--- config.mk ---
export PLATFORM = sky130hd
export DESIGN_NAME = pipeline_hazard_ctrl
export DESIGN_NICKNAME = d
export VERILOG_FILES = /design/src/rtl/pipe_ctrl_pkg.sv /design/src/rtl/pipeline_hazard_ctrl_hazard_detect.sv /design/src/rtl/pipeline_hazard_ctrl.sv
export SDC_FILE = /design/constraint.sdc
export NUM_CORES = 1
export LEC_CHECK = 0
export ABC_AREA = 1
export BUFFER_PORTS_ARGS = -buffer_cell sky130_fd_sc_hd__buf_2
export CORE_UTILIZATION = 27
export CTS_BUF_LIST = sky130_fd_sc_hd__clkbuf_8
export CTS_CLUSTER_DIAMETER = 80
export DETAILED_ROUTE_END_ITERATION = 10
export PLACE_DENSITY = 0.55
export SYNTH_ARGS = -nofsm -noshare
export SYNTH_HDL_FRONTEND = slang
export SYNTH_SLANG_ARGS = --single-unit
--- constraint.sdc ---
create_clock -name clk -period 3.22 [get_ports clk]
set_clock_uncertainty 0.2 [all_clocks]
set_input_delay 0.161 -clock clk [delete_from_list [all_inputs] [get_ports clk]]
set_output_delay 0.161 -clock clk [all_outputs]
set_load 0.02 [all_outputs]
--- src/rtl/pipe_ctrl_pkg.sv ---
// Shared definitions for the pipeline hazard controller: FSM state encoding,
// the NOP control word loaded by a bubbled buffer, and counter helpers.
package pipe_ctrl_pkg;

    typedef enum logic [2:0] {
        ST_RUN       = 3'd0,
        ST_MISS_WAIT = 3'd1,
        ST_FILL      = 3'd2,
        ST_DRAIN     = 3'd3,
        ST_HALTED    = 3'd4
    } state_t;

    // Width of the miss-latency down-counter (MEM_LATENCY is at most 255)
    localparam int CNT_W = 8;

    // Register 0 is hard-wired to zero, so writes to it never create a hazard
    localparam logic [4:0] REG_ZERO = 5'd0;

    // Control word a bubbled buffer loads: marked NOP, every write enable off
    typedef struct packed {
        logic is_nop;
        logic reg_write;
        logic mem_read;
        logic mem_write;
        logic branch;
        logic jump;
        logic halt;
    } ctrl_word_t;

    localparam ctrl_word_t NOP_CTRL = '{is_nop: 1'b1, default: 1'b0};

    // Controller output bundle; en/bub bit 3 = IF/ID, 2 = ID/EX, 1 = EX/MEM, 0 = MEM/WB
    typedef struct packed {
        logic       pc_en;
        logic [3:0] en;
        logic [3:0] bub;
        logic       halted;
    } hz_ctl_t;

    localparam logic [31:0] PERF_CNT_MAX = 32'hFFFF_FFFF;

    // Saturating increment for the performance counters
    function automatic logic [31:0] sat_inc32(input logic [31:0] v);
        return (v == PERF_CNT_MAX) ? v : v + 32'd1;
    endfunction

endpackage

--- src/rtl/pipeline_hazard_ctrl_hazard_detect.sv ---
// Load-use comparator: flags an instruction in ID that reads the destination
// of a load still sitting in EX.
module hazard_detect
    import pipe_ctrl_pkg::*;
(
    input  logic [4:0] i_rs_num_id,
    input  logic [4:0] i_rt_num_id,
    input  logic       i_uses_rt_id,
    input  logic [4:0] i_rd_num_ex,
    input  logic       i_mem_read_ex,
    input  logic       i_register_write_ex,
    output logic       o_load_use
);

    logic w_load_in_ex;
    logic w_src_match;

    assign w_load_in_ex = i_mem_read_ex && i_register_write_ex && (i_rd_num_ex != REG_ZERO);
    assign w_src_match  = (i_rd_num_ex == i_rs_num_id) ||
                          (i_uses_rt_id && (i_rd_num_ex == i_rt_num_id));
    assign o_load_use   = w_load_in_ex && w_src_match;

endmodule

--- src/rtl/pipeline_hazard_ctrl.sv ---
// Central sequencer for the five-stage pipeline: buffer load enables, bubble
// strobes and PC enable for load-use stalls, MEM redirects, cache-miss freezes
// and halt drain.
// Optional feature: define PIPE_PERF_CNT_EN to add the stall_cycles and
// flush_count performance counters.
module pipeline_hazard_ctrl
    import pipe_ctrl_pkg::*;
#(
    parameter int MEM_LATENCY = 4
) (
    input  logic        clk,
    input  logic        rst_b,
    input  logic [4:0]  rs_num_id,
    input  logic [4:0]  rt_num_id,
    input  logic        uses_rt_id,
    input  logic [4:0]  rd_num_ex,
    input  logic        mem_read_ex,
    input  logic        register_write_ex,
    input  logic        miss_mem,
    input  logic        redirect_mem,
    input  logic        halted_mem,
    output logic        pc_enable,
    output logic        en_if_id,
    output logic        en_id_ex,
    output logic        en_ex_mem,
    output logic        en_mem_wb,
    output logic        bubble_if_id,
    output logic        bubble_id_ex,
    output logic        bubble_ex_mem,
    output logic        bubble_mem_wb,
    output logic        halted,
`ifdef PIPE_PERF_CNT_EN
    output logic [31:0] stall_cycles,
    output logic [31:0] flush_count,
`endif
    output logic [2:0]  state_o
);

    localparam logic [CNT_W-1:0] LAT_M1 = CNT_W'(MEM_LATENCY - 1);

    state_t           r_state;
    state_t           w_state_nxt;
    logic [CNT_W-1:0] r_cnt;
    logic [CNT_W-1:0] w_cnt_nxt;
    hz_ctl_t          w_ctl;
    logic             w_load_use;

    hazard_detect u_hazard_detect (
        .i_rs_num_id         (rs_num_id),
        .i_rt_num_id         (rt_num_id),
        .i_uses_rt_id        (uses_rt_id),
        .i_rd_num_ex         (rd_num_ex),
        .i_mem_read_ex       (mem_read_ex),
        .i_register_write_ex (register_write_ex),
        .o_load_use          (w_load_use)
    );

    // State and miss-latency counter registers; reset aborts any stall in progress
    always_ff @(posedge clk) begin
        if (!rst_b) begin
            r_state <= ST_RUN;
            r_cnt   <= '0;
        end else begin
            r_state <= w_state_nxt;
            r_cnt   <= w_cnt_nxt;
        end
    end

    // Next-state logic and enable/bubble decode; in RUN the priority is
    // miss > halt > redirect > load-use
    always_comb begin
        w_state_nxt = r_state;
        w_cnt_nxt   = r_cnt;
        w_ctl       = '0;
        case (r_state)
            ST_RUN: begin
                if (miss_mem) begin
                    // Freeze everything; MEM/WB takes a bubble so WB retires nothing twice
                    w_state_nxt = ST_MISS_WAIT;
                    w_cnt_nxt   = LAT_M1;
                    w_ctl.bub   = 4'b0001;
                end else if (halted_mem) begin
                    // Squash younger instructions, let the halt move on to WB
                    w_state_nxt = ST_DRAIN;
                    w_ctl.en    = 4'b1111;
                    w_ctl.bub   = 4'b1110;
                end else if (redirect_mem) begin
                    // PC takes the target; the three younger slots become NOPs.
                    // A coincident load-use is moot since its consumer is squashed.
                    w_ctl.pc_en = 1'b1;
                    w_ctl.en    = 4'b1111;
                    w_ctl.bub   = 4'b1110;
                end else if (w_load_use) begin
                    // Hold PC and IF/ID, drop a bubble into EX while the load advances
                    w_ctl.en    = 4'b0111;
                    w_ctl.bub   = 4'b0100;
                end else begin
                    w_ctl.pc_en = 1'b1;
                    w_ctl.en    = 4'b1111;
                end
            end
            ST_MISS_WAIT: begin
                w_ctl.bub = 4'b0001;
                if (r_cnt == '0) begin
                    w_state_nxt = ST_FILL;
                end else begin
                    w_cnt_nxt = r_cnt - 1'b1;
                end
            end
            ST_FILL: begin
                w_ctl.bub   = 4'b0001;
                w_state_nxt = ST_RUN;
            end
            ST_DRAIN: begin
                w_ctl.en    = 4'b0001;
                w_state_nxt = ST_HALTED;
            end
            ST_HALTED: begin
                w_ctl.halted = 1'b1;
            end
            default: begin
                w_state_nxt = ST_RUN;
            end
        endcase
    end

    // Everything is held quiet while reset is asserted
    assign pc_enable     = rst_b & w_ctl.pc_en;
    assign en_if_id      = rst_b & w_ctl.en[3];
    assign en_id_ex      = rst_b & w_ctl.en[2];
    assign en_ex_mem     = rst_b & w_ctl.en[1];
    assign en_mem_wb     = rst_b & w_ctl.en[0];
    assign bubble_if_id  = rst_b & w_ctl.bub[3];
    assign bubble_id_ex  = rst_b & w_ctl.bub[2];
    assign bubble_ex_mem = rst_b & w_ctl.bub[1];
    assign bubble_mem_wb = rst_b & w_ctl.bub[0];
    assign halted        = rst_b & w_ctl.halted;
    assign state_o       = rst_b ? r_state : ST_RUN;

`ifdef PIPE_PERF_CNT_EN
    logic [31:0] r_stall_cycles;
    logic [31:0] r_flush_count;
    logic        w_stall_inc;
    logic        w_flush_inc;

    assign w_stall_inc = !w_ctl.pc_en && (r_state != ST_HALTED);
    assign w_flush_inc = (r_state == ST_RUN) && !miss_mem && !halted_mem && redirect_mem;

    // Saturating stall-cycle and honoured-redirect counters
    always_ff @(posedge clk) begin
        if (!rst_b) begin
            r_stall_cycles <= '0;
            r_flush_count  <= '0;
        end else begin
            if (w_stall_inc) begin
                r_stall_cycles <= sat_inc32(r_stall_cycles);
            end
            if (w_flush_inc) begin
                r_flush_count <= sat_inc32(r_flush_count);
            end
        end
    end

    assign stall_cycles = r_stall_cycles;
    assign flush_count  = r_flush_count;
`endif

endmodule

==> out/results.txt <==
Status - finished clean
Wire length per cell - 8.65 µm
GRT overflow - 0
Met2 usage - 0.207
CP Class - input pin to primary output
Achievable clock frequency - 471 MHz
Crit path largest cell delay - 0.53 ns
Post-synth EDFFs - 0
DRC - 0
Postcts setup bufs - 0
Fin area - 1300 µm²
Area contributors post-synth - dfxtp_1 21%, nand2_1 20%, inv_1 12%
Max-Cap Viols - 0
Internal power - 496 µW
Mapped Avg Cell Area - 5.66 µm²
Largest net degree at the start of global routing - 15
H-tree lvl count - 1
Synth cell types - 25
Crit path max-delay cell type - dlygate4sd3_1
Most frequent CP cell - buf_2
Prevailing post-synth register cell - dfxtp_1
Hold/Removal Path Class - input pin to flop
# diodes - 0
CP Data Required Time - 2.86 ns
Met3 Resource Use GR - 0.0357
Die height - 63.8 µm
Critical path launch point type - input pin
Drt initial violations - 20
Most Crowded Layer GR - met2
Pins over their slew limit - 0
I/O Buffers - 35
Clock sink count - 11
Worst slew pin tran - 0.507 ns
Total power - 1020 µW
DRT antenna net count - 0
Fin Hold WS - 0.138 ns
Fin crit share - 0.660
Sequential share of the synthesized area - 0.214
Largest area contributor in the netlist - dfxtp_1
Min Tclk post-route - 2.12 ns
Final Setup Violations - 0
DP HPWL - 1.87 mm
Cells along the critical path - dlygate4sd3_1, buf_2, inv_1, a2111oi_0, buf_2
Post-synthesis register bit count - 11
Clock share of power - 0.139
Root buffer cell - clkbuf_8
Die area - 4060 µm²
Synthesized instance count - 182
Yosys warns - 0
Synth top area share - 0.214
Clk slew on worst S/H paths - 0.06 ns
Met1 usage - 0.161
Via count - 1130
Async S/R FF share, synth - 0
Num CTS Buffers - 3
Die X - 63.8 µm
Global-route wire length before repair - 4.19 mm
Power Density - 788 nW/µm²
Rows - 22
I/O pin count - 36
Clock Latency Late Sink - 0.24 ns
Starting Density - 0.281
Peak VDD IR - 0.446 mV
Worst Path Buf+Inv - 4
Core area - 3660 µm²
Drt total wl - 2.30 mm
DP Area - 1240 µm²
CP max FO - 14
Sw frac - 0.515
Layout Nets - 244
Layout area overhead - 26.0%
Clk buf depth - 2
Combinational power share - 0.618
Vias per inst - 4.25
Layout cells sized above 1 - 0.257
Drt pass-1 iters - 4
TNS Setup - 0 ns
Synth cell count leaders - 54 x nand2_1, 32 x inv_1, 28 x nor2_1
GR Util All Layers - 0.127
TritonCTS clock tree - done
LEAKAGE - 0.000749 µW
Reg power frac - 0.243
Gpl congestion - 0.790
Worst Setup End Kind - primary output
Cell family with most CP delay - buffers and inverters
Slew Limit Headroom - 0.662
CP Data Arrival Time - 1.76 ns
Post-Synthesis Cell Area - 1030 µm²
RSZ-0062 raised after global routing - no
Count leader, synth - nand2_1
Endpoints failing hold - 0
Syn nets - 207
Vias in the first global route - 1015
Initial antenna violation count - 0
Switching power - 526 µW
-- repair_timing --
| action | 4_1_cts | 5_1_grt |
|---|---|---|
| gates resized for setup | 0 | 0 |
| endpoints found under the setup margin | 0 | 0 |
| hold buffers | 1 | 0 |
| endpoints found under the hold margin | 1 | 0 |
-- tightest hold or removal path: stages --
cell and delay [ns]:
buf_2 0.09, nor2_1 0.04, nand2_1 0.10, nand3_1 0.08
nor2_1 0.08
-- cell usage in the layout, fill, tap and decap left out --
cell type      synthesis  final
nand2_1               54     54
buf_2                  1     35
inv_1                 32     32
nor2_1                28     28
nand3_1               13     13
dfxtp_1               11     11
a21oi_1                9      9
inv_2                  6      6
o21ai_0                4      4
nor2_4                 3      3
clkbuf_8               0      3
xor2_1                 2      2
xnor2_1                2      2
nand4_1                2      2
nor2_2                 2      2
ha_1                   2      2
nand2_4                1      1
a2111oi_0              1      1
nand2_2                1      1
o21ai_2                1      1
nand3_4                1      1
nor3_4                 1      1
nor3_2                 1      1
a211oi_1               1      1
clkinv_2               0      1
dlygate4sd3_1          0      1
-- through the flow --
step / std cells / util / setup WS [ns]
after floorplan: 182 / - / 1.17
after global placement: 261 / 0.339 / 1.54
after detailed placement: 261 / 0.339 / 1.54
after CTS: 266 / 0.354 / 1.09
after global routing: 266 / 0.354 / 1.01
final: 266 / 0.354 / 1.10
-- path summary, 6_finish.rpt --
kind / start / to / slack (ns) / cells after the start
min reg2reg: r_cnt[5] / r_cnt[5] / 0.31 / 2
min: halted_mem / r_state[0] / 0.14 / 5
max reg2reg: r_cnt[0] / r_cnt[2] / 1.63 / 9
max: rst_b / bubble_mem_wb / 1.10 / 5
-- sequential cells by signal (all words and copies together) (netlist names) --
signal   flops
r_state      3
r_cnt        8
-- kinds of logic (layout without fill, tap and decap cells) --
group,count (synthesis),count (layout),synth area share
buffers and inverters,42,78,0.162
xor gates and xnor gates,4,4,0.0340
AOI/OAI and AO/OA,16,16,0.0875
and+or+nand+nor,107,107,0.479
adders and majority gates,2,2,0.0243
DFF,11,11,0.214
-- per-layer routing --
layer  vias up  part of all wire
met5         -                 0
met4         0            0.0061
met3         2             0.053
met2        31              0.45
met1       476              0.49
li1        621                 -
-- final cells by class --
class | count | area (µm²)
clock inverter | 1 | 5.00
inverter | 38 | 143
timing repair buffer | 36 | 185
multi-input combinational | 129 | 643
tap | 48 | 60.1
clock buffer | 3 | 41.3
sequential | 11 | 220
fill | 408 | 2360
-- power groups by stage --
stage | Combinational [µW] | Sequential, µW | Clock [µW]
after floorplan | 519 | 231 | 0
after global placement | 643 | 251 | 0
after detailed placement | 636 | 251 | 0
after CTS | 640 | 249 | 147
after global routing | 744 | 258 | 151
final | 631 | 249 | 142
Power figures use the tool's default switching activity.
